$ cat config.mk
export PLATFORM = sky130hd
export DESIGN_NAME = uart_cmd_parser
export DESIGN_NICKNAME = d
export VERILOG_FILES = /design/src/rtl/uart_cmd_parser.sv
export SDC_FILE = /design/constraint.sdc
export NUM_CORES = 1
export LEC_CHECK = 0
export BUFFER_PORTS_ARGS = -buffer_cell sky130_fd_sc_hd__buf_2
export CORE_MARGIN = 3
export CORE_UTILIZATION = 52
export CTS_BUF_LIST = sky130_fd_sc_hd__clkbuf_16
export DETAILED_ROUTE_END_ITERATION = 12
export GPL_TIMING_DRIVEN = 0
export PLACE_DENSITY = 0.78
export SLEW_MARGIN = 30
export SYNTH_ARGS = -nofsm -noshare
export SYNTH_HDL_FRONTEND = slang
export SYNTH_SLANG_ARGS = --single-unit
$ cat constraint.sdc
create_clock -name CLK_I -period 2.6 [get_ports CLK_I]
set_input_delay 0.26 -clock CLK_I [delete_from_list [all_inputs] [get_ports CLK_I]]
set_output_delay 0.26 -clock CLK_I [all_outputs]
set_load 0.03 [all_outputs]
$ cat src/rtl/uart_cmd_parser.sv
// uart_cmd_parser: turns a stream of UART bytes into address/data commands.
// A frame is SYNC_BYTE, ADDR, DATA, CHK, where CHK = ADDR + DATA (mod 256).
// A good frame is presented on CMD_* until the consumer takes it.
// Breaks, checksum errors, inter-byte timeouts and overruns raise a one-cycle
// ERR_O strobe. ERR_CODE_O holds the cause of the most recent error.
//
// Ports:
//   CLK_I        system clock
//   RST_I        synchronous reset, active-high
//   RX_VLD_I     one-cycle strobe, received byte valid
//   RX_D_I[7:0]  received byte
//   RX_BREAK_I   break indication, qualified by RX_VLD_I
//   CMD_RDY_I    consumer ready
//   CMD_VLD_O    command available
//   CMD_ADDR_O   command address
//   CMD_DATA_O   command data
//   ERR_O        one-cycle error strobe
//   ERR_CODE_O   00 break, 01 checksum, 10 timeout, 11 overrun (sticky)
//   FRAME_CNT_O  good frames delivered, wrapping
module uart_cmd_parser #(
    parameter logic [7:0]  SYNC_BYTE      = 8'hA5,
    parameter int unsigned TIMEOUT_CYCLES = 81_000
) (
    input  logic        CLK_I,
    input  logic        RST_I,
    input  logic        RX_VLD_I,
    input  logic [7:0]  RX_D_I,
    input  logic        RX_BREAK_I,
    input  logic        CMD_RDY_I,
    output logic        CMD_VLD_O,
    output logic [7:0]  CMD_ADDR_O,
    output logic [7:0]  CMD_DATA_O,
    output logic        ERR_O,
    output logic [1:0]  ERR_CODE_O,
    output logic [15:0] FRAME_CNT_O
);

    // The counter only has to reach TIMEOUT_CYCLES-1.
    localparam int unsigned CNT_W = (TIMEOUT_CYCLES > 1) ? $clog2(TIMEOUT_CYCLES) : 1;
    localparam logic [CNT_W-1:0] CNT_LAST = CNT_W'(TIMEOUT_CYCLES - 1);

    localparam logic [1:0] ERR_BREAK   = 2'b00;
    localparam logic [1:0] ERR_CHKSUM  = 2'b01;
    localparam logic [1:0] ERR_TIMEOUT = 2'b10;
    localparam logic [1:0] ERR_OVERRUN = 2'b11;

    typedef enum logic [1:0] {
        IDLE     = 2'd0,
        GET_ADDR = 2'd1,
        GET_DATA = 2'd2,
        GET_CHK  = 2'd3
    } state_t;

    state_t           r_state;
    logic [CNT_W-1:0] r_cnt;
    logic [7:0]       r_addr;
    logic [7:0]       r_data;
    logic             r_cmd_vld;
    logic [7:0]       r_cmd_addr;
    logic [7:0]       r_cmd_data;
    logic             r_err;
    logic [1:0]       r_err_code;
    logic [15:0]      r_frame_cnt;

    logic [7:0]       w_sum;
    logic             w_good;

    assign w_sum  = r_addr + r_data;
    assign w_good = (r_state == GET_CHK) && RX_VLD_I && !RX_BREAK_I && (RX_D_I == w_sum);

    // Frame FSM, timeout counter and output command register.
    always_ff @(posedge CLK_I) begin
        if (RST_I) begin
            r_state     <= IDLE;
            r_cnt       <= '0;
            r_addr      <= 8'h00;
            r_data      <= 8'h00;
            r_cmd_vld   <= 1'b0;
            r_cmd_addr  <= 8'h00;
            r_cmd_data  <= 8'h00;
            r_err       <= 1'b0;
            r_err_code  <= ERR_BREAK;
            r_frame_cnt <= 16'h0000;
        end else begin
            r_err <= 1'b0;

            if (r_state == IDLE) begin
                r_cnt <= '0;
                if (RX_VLD_I && !RX_BREAK_I && (RX_D_I == SYNC_BYTE)) begin
                    r_state <= GET_ADDR;
                end
            end else if (RX_VLD_I) begin
                // A byte arriving on the expiry cycle takes precedence over the timeout.
                r_cnt <= '0;
                if (RX_BREAK_I) begin
                    r_state    <= IDLE;
                    r_err      <= 1'b1;
                    r_err_code <= ERR_BREAK;
                end else begin
                    case (r_state)
                        GET_ADDR: begin
                            r_addr  <= RX_D_I;
                            r_state <= GET_DATA;
                        end
                        GET_DATA: begin
                            r_data  <= RX_D_I;
                            r_state <= GET_CHK;
                        end
                        GET_CHK: begin
                            r_state <= IDLE;
                            if (RX_D_I != w_sum) begin
                                r_err      <= 1'b1;
                                r_err_code <= ERR_CHKSUM;
                            end
                        end
                        default: r_state <= IDLE;
                    endcase
                end
            end else if (r_cnt == CNT_LAST) begin
                r_state    <= IDLE;
                r_cnt      <= '0;
                r_err      <= 1'b1;
                r_err_code <= ERR_TIMEOUT;
            end else begin
                r_cnt <= r_cnt + CNT_W'(1);
            end

            // A good frame loads if the slot is free or is being emptied at this edge.
            if (w_good) begin
                if (!r_cmd_vld || CMD_RDY_I) begin
                    r_cmd_vld   <= 1'b1;
                    r_cmd_addr  <= r_addr;
                    r_cmd_data  <= r_data;
                    r_frame_cnt <= r_frame_cnt + 16'd1;
                end else begin
                    r_err      <= 1'b1;
                    r_err_code <= ERR_OVERRUN;
                end
            end else if (r_cmd_vld && CMD_RDY_I) begin
                r_cmd_vld <= 1'b0;
            end
        end
    end

    assign CMD_VLD_O   = r_cmd_vld;
    assign CMD_ADDR_O  = r_cmd_addr;
    assign CMD_DATA_O  = r_cmd_data;
    assign ERR_O       = r_err;
    assign ERR_CODE_O  = r_err_code;
    assign FRAME_CNT_O = r_frame_cnt;

endmodule

# Word-level counts from Yosys, hierarchy flattened
# Cells that the tools add are included.
# W data, S select, Z words.
[word_totals]
regBits = 71
inputBits = 13
elab_cells = 67
[classes]
addsub = 3
eq_ne = 9
mux = 25
bitwise = 2
n_reduce_logical = 18
[ops]
columns = ["op", "n"]
rows = [
  ["$mux W2", 13],
  ["$add A17 B1 Y17 const B", 1],
  ["$eq A17 B17 Y1 const B", 1],
  ["$add A16 B1 Y16 const B", 1],
  ["$mux W1", 11],
  ["$add A8 B8 Y8", 1],
  ["$eq A8 B8 Y1", 1],
  ["$eq A8 B8 Y1 const B", 1],
  ["$ne A8 B8 Y1", 1],
  ["$reduce_and A4 Y1", 2],
  ["$logic_and A1 B1 Y1", 6],
  ["$reduce_and A2 Y1", 3],
  ["$eq A2 B2 Y1 const B", 2],
  ["$ne A2 B1 Y1 const B", 2],
  ["$pmux W2 S2", 1],
  ["$reduce_or A4 Y1", 1],
  ["$reduce_bool A3 Y1", 1],
  ["$eq A2 B1 Y1 const B", 1],
  ["$logic_not A1 Y1", 2],
  ["$logic_not A2 Y1", 1],
  ["$not A1 Y1", 2],
  ["$reduce_bool A2 Y1", 1],
  ["$logic_or A1 B1 Y1", 1],
]

# Longest topological paths before layout
# Gate-level depths: netlist (run 1).
[logic_depth]
depth_word = 9
ltp_mapped = 11

# Worst setup path before layout (run 1)
# No wires, ideal clock.
[synth_path]
path_type = "flip-flop to flip-flop"
start = "register r_addr[0]"
end = "register r_frame_cnt[10] (netlist: FRAME_CNT_O[10])"
setup_time_ps = 123
arrival_ps = 2709
t_required_ps = 2477
slack_ps = -232
stages_incl_launch_ff = 11
period_less_slack_ps = 2832
path_cell_list = "dfxtp_1 ha_1 fa_1 xor2_1 a211oi_2 nand4b_1 or4b_1 buf_2 buf_6 nor4_2 mux2_1"
[synth_between]
elab_chain_cells = 4
[synth_rtl]
columns = ["element", "line_no", "rtl"]
rows = [
  ["from (decl)", "56", "logic [7:0] r_addr;"],
  ["from (signal assigned)", "76", "r_addr <= 8'h00;"],
  ["from (signal assigned)", "102", "r_addr <= RX_D_I;"],
  ["$add A8 B8 Y8", "68", "assign w_sum = r_addr + r_data;"],
  ["$eq A8 B8 Y1", "69", "assign w_good = (r_state == GET_CHK) && RX_VLD_I && !RX_BREAK_I && (RX_D_I == w_sum);"],
  ["$logic_and A1 B1 Y1", "69", ""],
  ["$reduce_and A2 Y1 (no source line)", "n/a", ""],
  ["to (signal assigned)", "134", "r_frame_cnt <= r_frame_cnt + 16'd1;"],
  ["to (decl)", "63", "logic [15:0] r_frame_cnt;"],
]
# No other way between the ends.
# A chain may end at the register's enable or synchronous reset.

# Worst setup path after layout (run 1)
[layout_path]
start = "register r_data[0]"
end = "register r_frame_cnt[15] (netlist: FRAME_CNT_O[15])"
[layout_between]
elab_chain_cells = 4
[layout_rtl]
columns = ["element", "line_no", "rtl"]
rows = [
  ["from (decl)", "57", "logic [7:0] r_data;"],
  ["from (signal assigned)", "77", "r_data <= 8'h00;"],
  ["from (signal assigned)", "106", "r_data <= RX_D_I;"],
  ["$add A8 B8 Y8", "68", ""],
  ["$eq A8 B8 Y1", "69", ""],
  ["$logic_and A1 B1 Y1", "69", ""],
  ["$reduce_and A2 Y1 (no source line)", "n/a", ""],
]
# No other way between the ends.

==> flow_summary.toml, run 1 <==
[final_layout]
drive_above_1_share = 0.344
n_fill_cell = 448
layout_commonest_cell = "dfxtp_1"
diodes = 0
final_cell_mix = "dfxtp_1 (67), nand2_1 (50), buf_2 (49)"
nNetsFinal = 542
finish.instance_area_mm2 = 0.00539
area_delta_synth_final_pct = 39.3

[die]
rows = 30
dieWidth_um = 92.3
coreArea_mm2 = 0.00702
die_area_mm2 = 0.00851
io_pins = 49
initial_core_util = 0.551
dieHeight_um = 92.3

[yosys]
ys_ff_latch = 71
ys_warn_count = 0
yosys-mux-area-fraction = 0.0407
synth_enable_flop_cells = 0
yosysSeqAreaShare = 0.367
synth_top_family_by_area = "simple AND/OR/NAND/NOR gates"
synthSimpleGateAreaFrac = 0.284
synth_ff_type = "dfxtp_1"
synth_compound_area_frac = 0.134
syn-mean-instance-area_um2 = 8.72
yosys.area_share.xor_xnor = 0.0630
async_reset_ff_frac = 0
yosys.area_share.adder = 0.0472
ys_types = 51
synthCells = 444
synth_fp_nets = 471
synth_area_mm2 = 0.00387

[critical_path]
worstReg2RegStart = "r_data[0]"
cp_max_fo = 6
reg2reg_depth = 10
arrival_ns = 3.20
regToRegEndpoint = "FRAME_CNT_O[15]"
r2r_slack_ns = -0.37
worstSetupEndpointType = "flop"
setup.worst_path.start_class = "flop"
worstSetupPathType = "reg -> reg"
crit_required_ns = 2.83

[power_and_ir_drop]
power_leakage_uw = 0.00197
power_density_mw_per_mm2 = 514
peakVddDrop_mv = 0.356
total_power_uw = 2770

[sta]
fin_skew_ns = 0.00639
maxSlewHeadroom = 0.465
hold_viol = 0
fin_crit_sh = 1.14
setup_violations = 36
fmax_mhz = 336
setup_slack_ns = -0.373
rsz0062_at_grt = "yes"
worst_slew_pin_slew_ns = 0.796
whs_ns = 0.197
drv_slew = 0
period_needed_ns = 2.97

[route]
first_pass_iters = 6
routed_wirelength_um = 11800
vias = 3796
wl_per_cell_um = 19.2
vias_per_cell = 6.16
first_iter_violations = 333
ant_nets = 0
drcViolationCount = 0

[global_route]
grt.overflow.total = 0
grt_pass1_wl_um = 18800
grtUsageTotal = 0.279
antenna_found_initial = 0
grt_pass1_vias = 3820
grt_max_degree = 14

[min_path]
whs_path_depth = 3
holdPathEnd = "r_addr[3]"
min_path_type = "in -> reg"
holdCritStartpoint = "RX_D_I[3]"

[cts]
cts.sinks = 71
path_clk_slew_ns = 0.06
clkLatencyLatePin_ns = 0.34
cts-root-buf = "clkbuf_16"
cts_tree = "done"
cts.htree.levels = 3
cts_max_path_buffers = 2
numCtsBuffers = 9

[place]
dpl_cell_area_mm2 = 0.00434
portBuffers = 47
routabilityCongestion = 1.01
dp_hpwl_um = 7030

[run_status]
status = "complete, but fails checks"
violations = "negative setup slack"

[job]
maxCapViolCount = 0
-- timing repair --
action	CTS	global route
hold buffers	0	0
pin swaps	20	7
buffers inserted	8	2
resized for setup	66	39
gates cloned	2	1
hold endpoints to repair	0	0
endpoints found under the setup margin	36	37
-- through the flow --
step / util / setup TNS [ns] / worst slack [ns] / instances
floorplan: - / -3.03 / -0.140 / 444
global placement: 0.618 / -9.04 / -0.380 / 587
detailed placement: 0.618 / -11.84 / -0.505 / 587
CTS: 0.735 / -6.95 / -0.271 / 613
global route: 0.768 / -12.05 / -0.427 / 616
finish: 0.768 / -10.24 / -0.373 / 616
-- worst max-delay path: stages (launching register included) --
cell	delay, ns
dfxtp_2	0.36
ha_4	0.15
fa_2	0.43
xor2_1	0.18
a211oi_2	0.15
nand4b_1	0.17
or4b_4	0.59
buf_8	0.17
clkbuf_16	0.17
nor4_4	0.16
mux2_4	0.32
-- cells in the mapped netlist (2+ instances only) --
cell,instances,share of area
a21o_1,2,0.0039
a21o_2,2,0.0045
a21oi_1,41,0.053
a31oi_1,2,0.0032
a41oi_1,2,0.0045
and2_1,2,0.0032
and3_1,4,0.0065
and4_1,5,0.011
buf_2,5,0.0065
buf_6,4,0.012
clkbuf_1,15,0.015
clkbuf_8,4,0.014
dfxtp_1,71,0.37
ha_1,13,0.042
inv_1,6,0.0058
mux2_1,9,0.026
mux2_2,5,0.015
nand2_1,50,0.048
nand3_1,17,0.022
nand4_1,29,0.047
nand4b_1,2,0.0045
nor2_1,42,0.041
nor2b_1,13,0.021
nor3_1,3,0.0039
nor4_1,6,0.0097
nor4_2,9,0.029
nor4b_1,3,0.0068
o21ai_0,6,0.0078
o311ai_0,2,0.0045
o31ai_1,19,0.037
or3_1,3,0.0049
or3b_2,2,0.0045
or4_1,4,0.0078
xnor2_1,10,0.023
xor2_1,16,0.036
-- layer usage --
layer / global-route usage / up-vias / routed length, µm
met2: 0.448 / 194 / 5690
met4: 0.146 / 0 / 446
li1: - / 1753 / -
met1: 0.347 / 1799 / 4830
met5: 0 / - / 0
met3: 0.0623 / 50 / 866
-- cell type report --
class	instances	area (µm²)	area share
multi-input cells	337	2750	0.511
flip-flops and latches	71	1430	0.265
repair buffers	60	400	0.0743
plain buffers	30	297	0.0550
clock buffers	9	225	0.0418
clock inverters	7	145	0.0269
well taps	96	120	0.0223
inverters	6	22.5	0.00418
-- worst max-delay path by stage --
stage               from               to  slack (ns)  cells past startpoint
3_5_place_dp   r_addr[0]    CMD_ADDR_O[2]       -0.50                     10
5_1_grt        r_data[0]    CMD_DATA_O[6]       -0.43                     11
3_3_place_gp   r_addr[0]    ERR_CODE_O[1]       -0.38                     10
2_1_floorplan  r_data[0]  FRAME_CNT_O[15]       -0.14                     10
6_report       r_data[0]  FRAME_CNT_O[15]       -0.37                     10
4_1_cts        r_addr[0]  FRAME_CNT_O[12]       -0.27                     10
-- state kept, by name (all words and copies together) (netlist names), 2 cells and up --
register	flops
CMD_DATA_O	8
ERR_CODE_O	2
FRAME_CNT_O	16
r_data	8
r_addr	8
CMD_ADDR_O	8
r_state	2
r_cnt	17
-- power by group --
part	leakage, µW	total [µW]	switching, µW	internal, µW
clock network	0.000176	1530	496	1040
logic	0.00122	153	101	52.1
registers	0.000574	1090	0.0271	1090
-- kinds of logic after synthesis --
kind of cell	count (synthesis)
AO/OA/AOI/OAI	82
XOR/XNOR	27
adder cells (fa/ha/maj)	14
buffers and inverters	36
flip-flops	71
multiplexers	14
AND/OR/NAND/NOR	200
(Power assumes the default switching activity.)
==> inputs of run 2 (changes only) <==
- ABC_AREA: unset -> 1
- BUFFER_PORTS_ARGS: -buffer_cell sky130_fd_sc_hd__buf_2 -> -buffer_cell sky130_fd_sc_hd__buf_4
==> flow_summary.toml, run 2 <==
[yosys]
ys_top_cells_by_area = "dfxtp_1 (39%), nand2_1 (14%), nor2_1 (5.8%), a21oi_1 (5.3%), inv_1 (4.9%)"
synth_fp_nets = 526
yosysSeqAreaShare = 0.392
synth_ff_type = "dfxtp_1"
yosysTopAreaCell = "dfxtp_1"
synth_compound_area_frac = 0.118
synthCells = 499
synth_most_common_cell = "nand2_1"
synth_area_mm2 = 0.00362
synthSimpleGateAreaFrac = 0.302
ys_types = 32
yosys.area_share.adder = 0.0504
synth_top_area_share = 0.392
ys_warn_count = 0
synth_commonest_cells = "nand2_1 (131), dfxtp_1 (71), nor2_1 (56)"
syn-mean-instance-area_um2 = 7.26
yosys-mux-area-fraction = 0
yosys.area_share.xor_xnor = 0.0653
synth_enable_flop_cells = 0
ys_ff_latch = 71
async_reset_ff_frac = 0
synth_top_family_by_area = "simple AND/OR/NAND/NOR gates"

[run_status]
status = "finished, final reports clean"

[sta]
whs_ns = 0.222
rsz0062_at_grt = "no"
hold_viol = 0
drv_slew = 0
worst_slew_pin_slew_ns = 0.658
tns_ns = 0
setup_violations = 0
fin_skew_ns = 0.00693
fin_crit_sh = 0.948
fmax_mhz = 406
period_needed_ns = 2.47
maxSlewHeadroom = 0.561

[die]
dieWidth_um = 89.5
rows = 29
coreArea_mm2 = 0.00653
dieHeight_um = 89.5
die_area_mm2 = 0.00800
io_pins = 49
initial_core_util = 0.555

[critical_path]
reg2reg_depth = 13
crit_slowest_cell = "fa_2"
worstReg2RegStart = "r_addr[0]"
cp_cell_sequence = "ha_1 -> fa_2 -> xnor2_1 -> nand2_1 -> nor2_2 -> nand3_2 -> nor2_4 -> nand3_2 -> a21oi_4 -> buf_12 -> buf_4 -> nand2_1 -> a21oi_1"
worstSetupEndpointType = "flop"
startpoint = "r_addr[0]"
worstSetupPathType = "reg -> reg"
r2r_slack_ns = 0.13
setup.worst_path.start_class = "flop"
cp_max_fo = 7
crit_end = "FRAME_CNT_O[12]"
regToRegEndpoint = "FRAME_CNT_O[12]"
crit_required_ns = 2.86
critPathMaxStageDelay_ns = 0.54
arrival_ns = 2.72

[cts]
path_clk_slew_ns = 0.06
cts_hold_buf = 0
clkLatencyLatePin_ns = 0.33
cts_tree = "done"
cts_max_path_buffers = 2
numCtsBuffers = 9
cts.htree.levels = 3
cts.sinks = 71
cts-root-buf = "clkbuf_16"

[global_route]
grt_pass1_vias = 3146
grtUsageTotal = 0.228
antenna_found_initial = 0
grt_pass1_wl_um = 14100
grt_max_degree = 14
grt.overflow.total = 0

[power_and_ir_drop]
power_density_mw_per_mm2 = 557
peakVddDrop_mv = 0.364
power_leakage_uw = 0.00184

[final_layout]
diodes = 0
final_cell_mix = "nand2_1 (130), dfxtp_1 (71), nor2_1 (55)"
nNetsFinal = 589
area_delta_synth_final_pct = 23.2
largest_register_ffs = 17
drive_above_1_share = 0.189
n_fill_cell = 525
layout_commonest_cell = "nand2_1"
largest-register = "r_cnt"

[place]
dp_hpwl_um = 6160
routabilityCongestion = 0.878
portBuffers = 48

[route]
first_iter_violations = 201
drcViolationCount = 0
vias = 3429
wl_per_cell_um = 13.4
ant_nets = 0
first_pass_iters = 4
routed_wirelength_um = 8650
vias_per_cell = 5.32

[min_path]
holdCritStartpoint = "RX_D_I[6]"
min_path_type = "in -> reg"

[job]
maxCapViolCount = 0
## run 2: worst min path at each step
stage                    endpoint  cells past startpoint
floorplan                r_cnt[0]                      1
global placement         r_cnt[0]                      1
detailed placement       r_cnt[0]                      1
CTS                     r_addr[6]                      3
global route        ERR_CODE_O[1]                      4
finish                  r_addr[6]                      3
## run 2: cell families (layout without fill, tap and decap cells)
kind of cell               after synthesis  in the layout
AOI/OAI and AO/OA                       74             74
and+or+nand+nor                        251            251
buffers and inverters                   62            130
adders and majority gates               14             14
DFF                                     71             71
xor gates and xnor gates                27             27
## run 2: area by class of cell
type / count / area [µm²] / share of cell area
Sequential cell: 71 / 1420 / 0.318
Multi-Input combinational cell: 366 / 1950 / 0.438
Clock inverter: 7 / 95.1 / 0.0213
Clock buffer: 9 / 225 / 0.0505
Inverter: 48 / 180 / 0.0404
Buffer: 14 / 87.6 / 0.0196
Timing Repair Buffer: 52 / 403 / 0.0903
Tap cell: 77 / 96.3 / 0.0216
## run 2: timing repair
| action | in CTS | in global routing |
|---|---|---|
| setup buffers | 0 | 2 |
| pin swaps | 0 | 1 |
| hold endpoints to repair | 0 | 0 |
| resized for setup | 1 | 11 |
| gates cloned | 0 | 2 |
| setup endpoints to repair | 10 | 30 |
## run 2: through the flow
step           instance area (µm²)  power [µW]  worst slack, ns  instances  utilization
2_1_floorplan                 3620        1150            0.392        499            -
3_3_place_gp                  4080        1180           0.0382        624        0.625
3_5_place_dp                  4080        1180          -0.0160        624        0.625
4_1_cts                       4400        2490          0.00408        640        0.674
5_1_grt                       4460        2560          0.00383        644        0.683
6_report                      4460        2480            0.134        644        0.683
## run 2: per-layer routing
metal,track usage,share of wire,vias up,wire (µm)
met5,0,0,-,0
met4,0.0961,0.023,0,196
met3,0.0433,0.048,16,414
met2,0.380,0.48,92,4140
met1,0.286,0.45,1587,3900
li1,-,-,1734,-
## run 2: critical path, delay by kind of cell (launching register included)
kind	cells	cell delay, ns
xor+xnor	1	0.11
compound gates	2	0.28
simple gates	6	0.61
flops	1	0.33
fa+ha+maj	2	0.77
buf+inv	2	0.29
## run 2: where the power goes
part	switching [µW]	leakage, µW	internal, µW
clock	485	0.000158	843
sequential	0.0279	0.000571	1090
combinational	44.2	0.00111	25.1
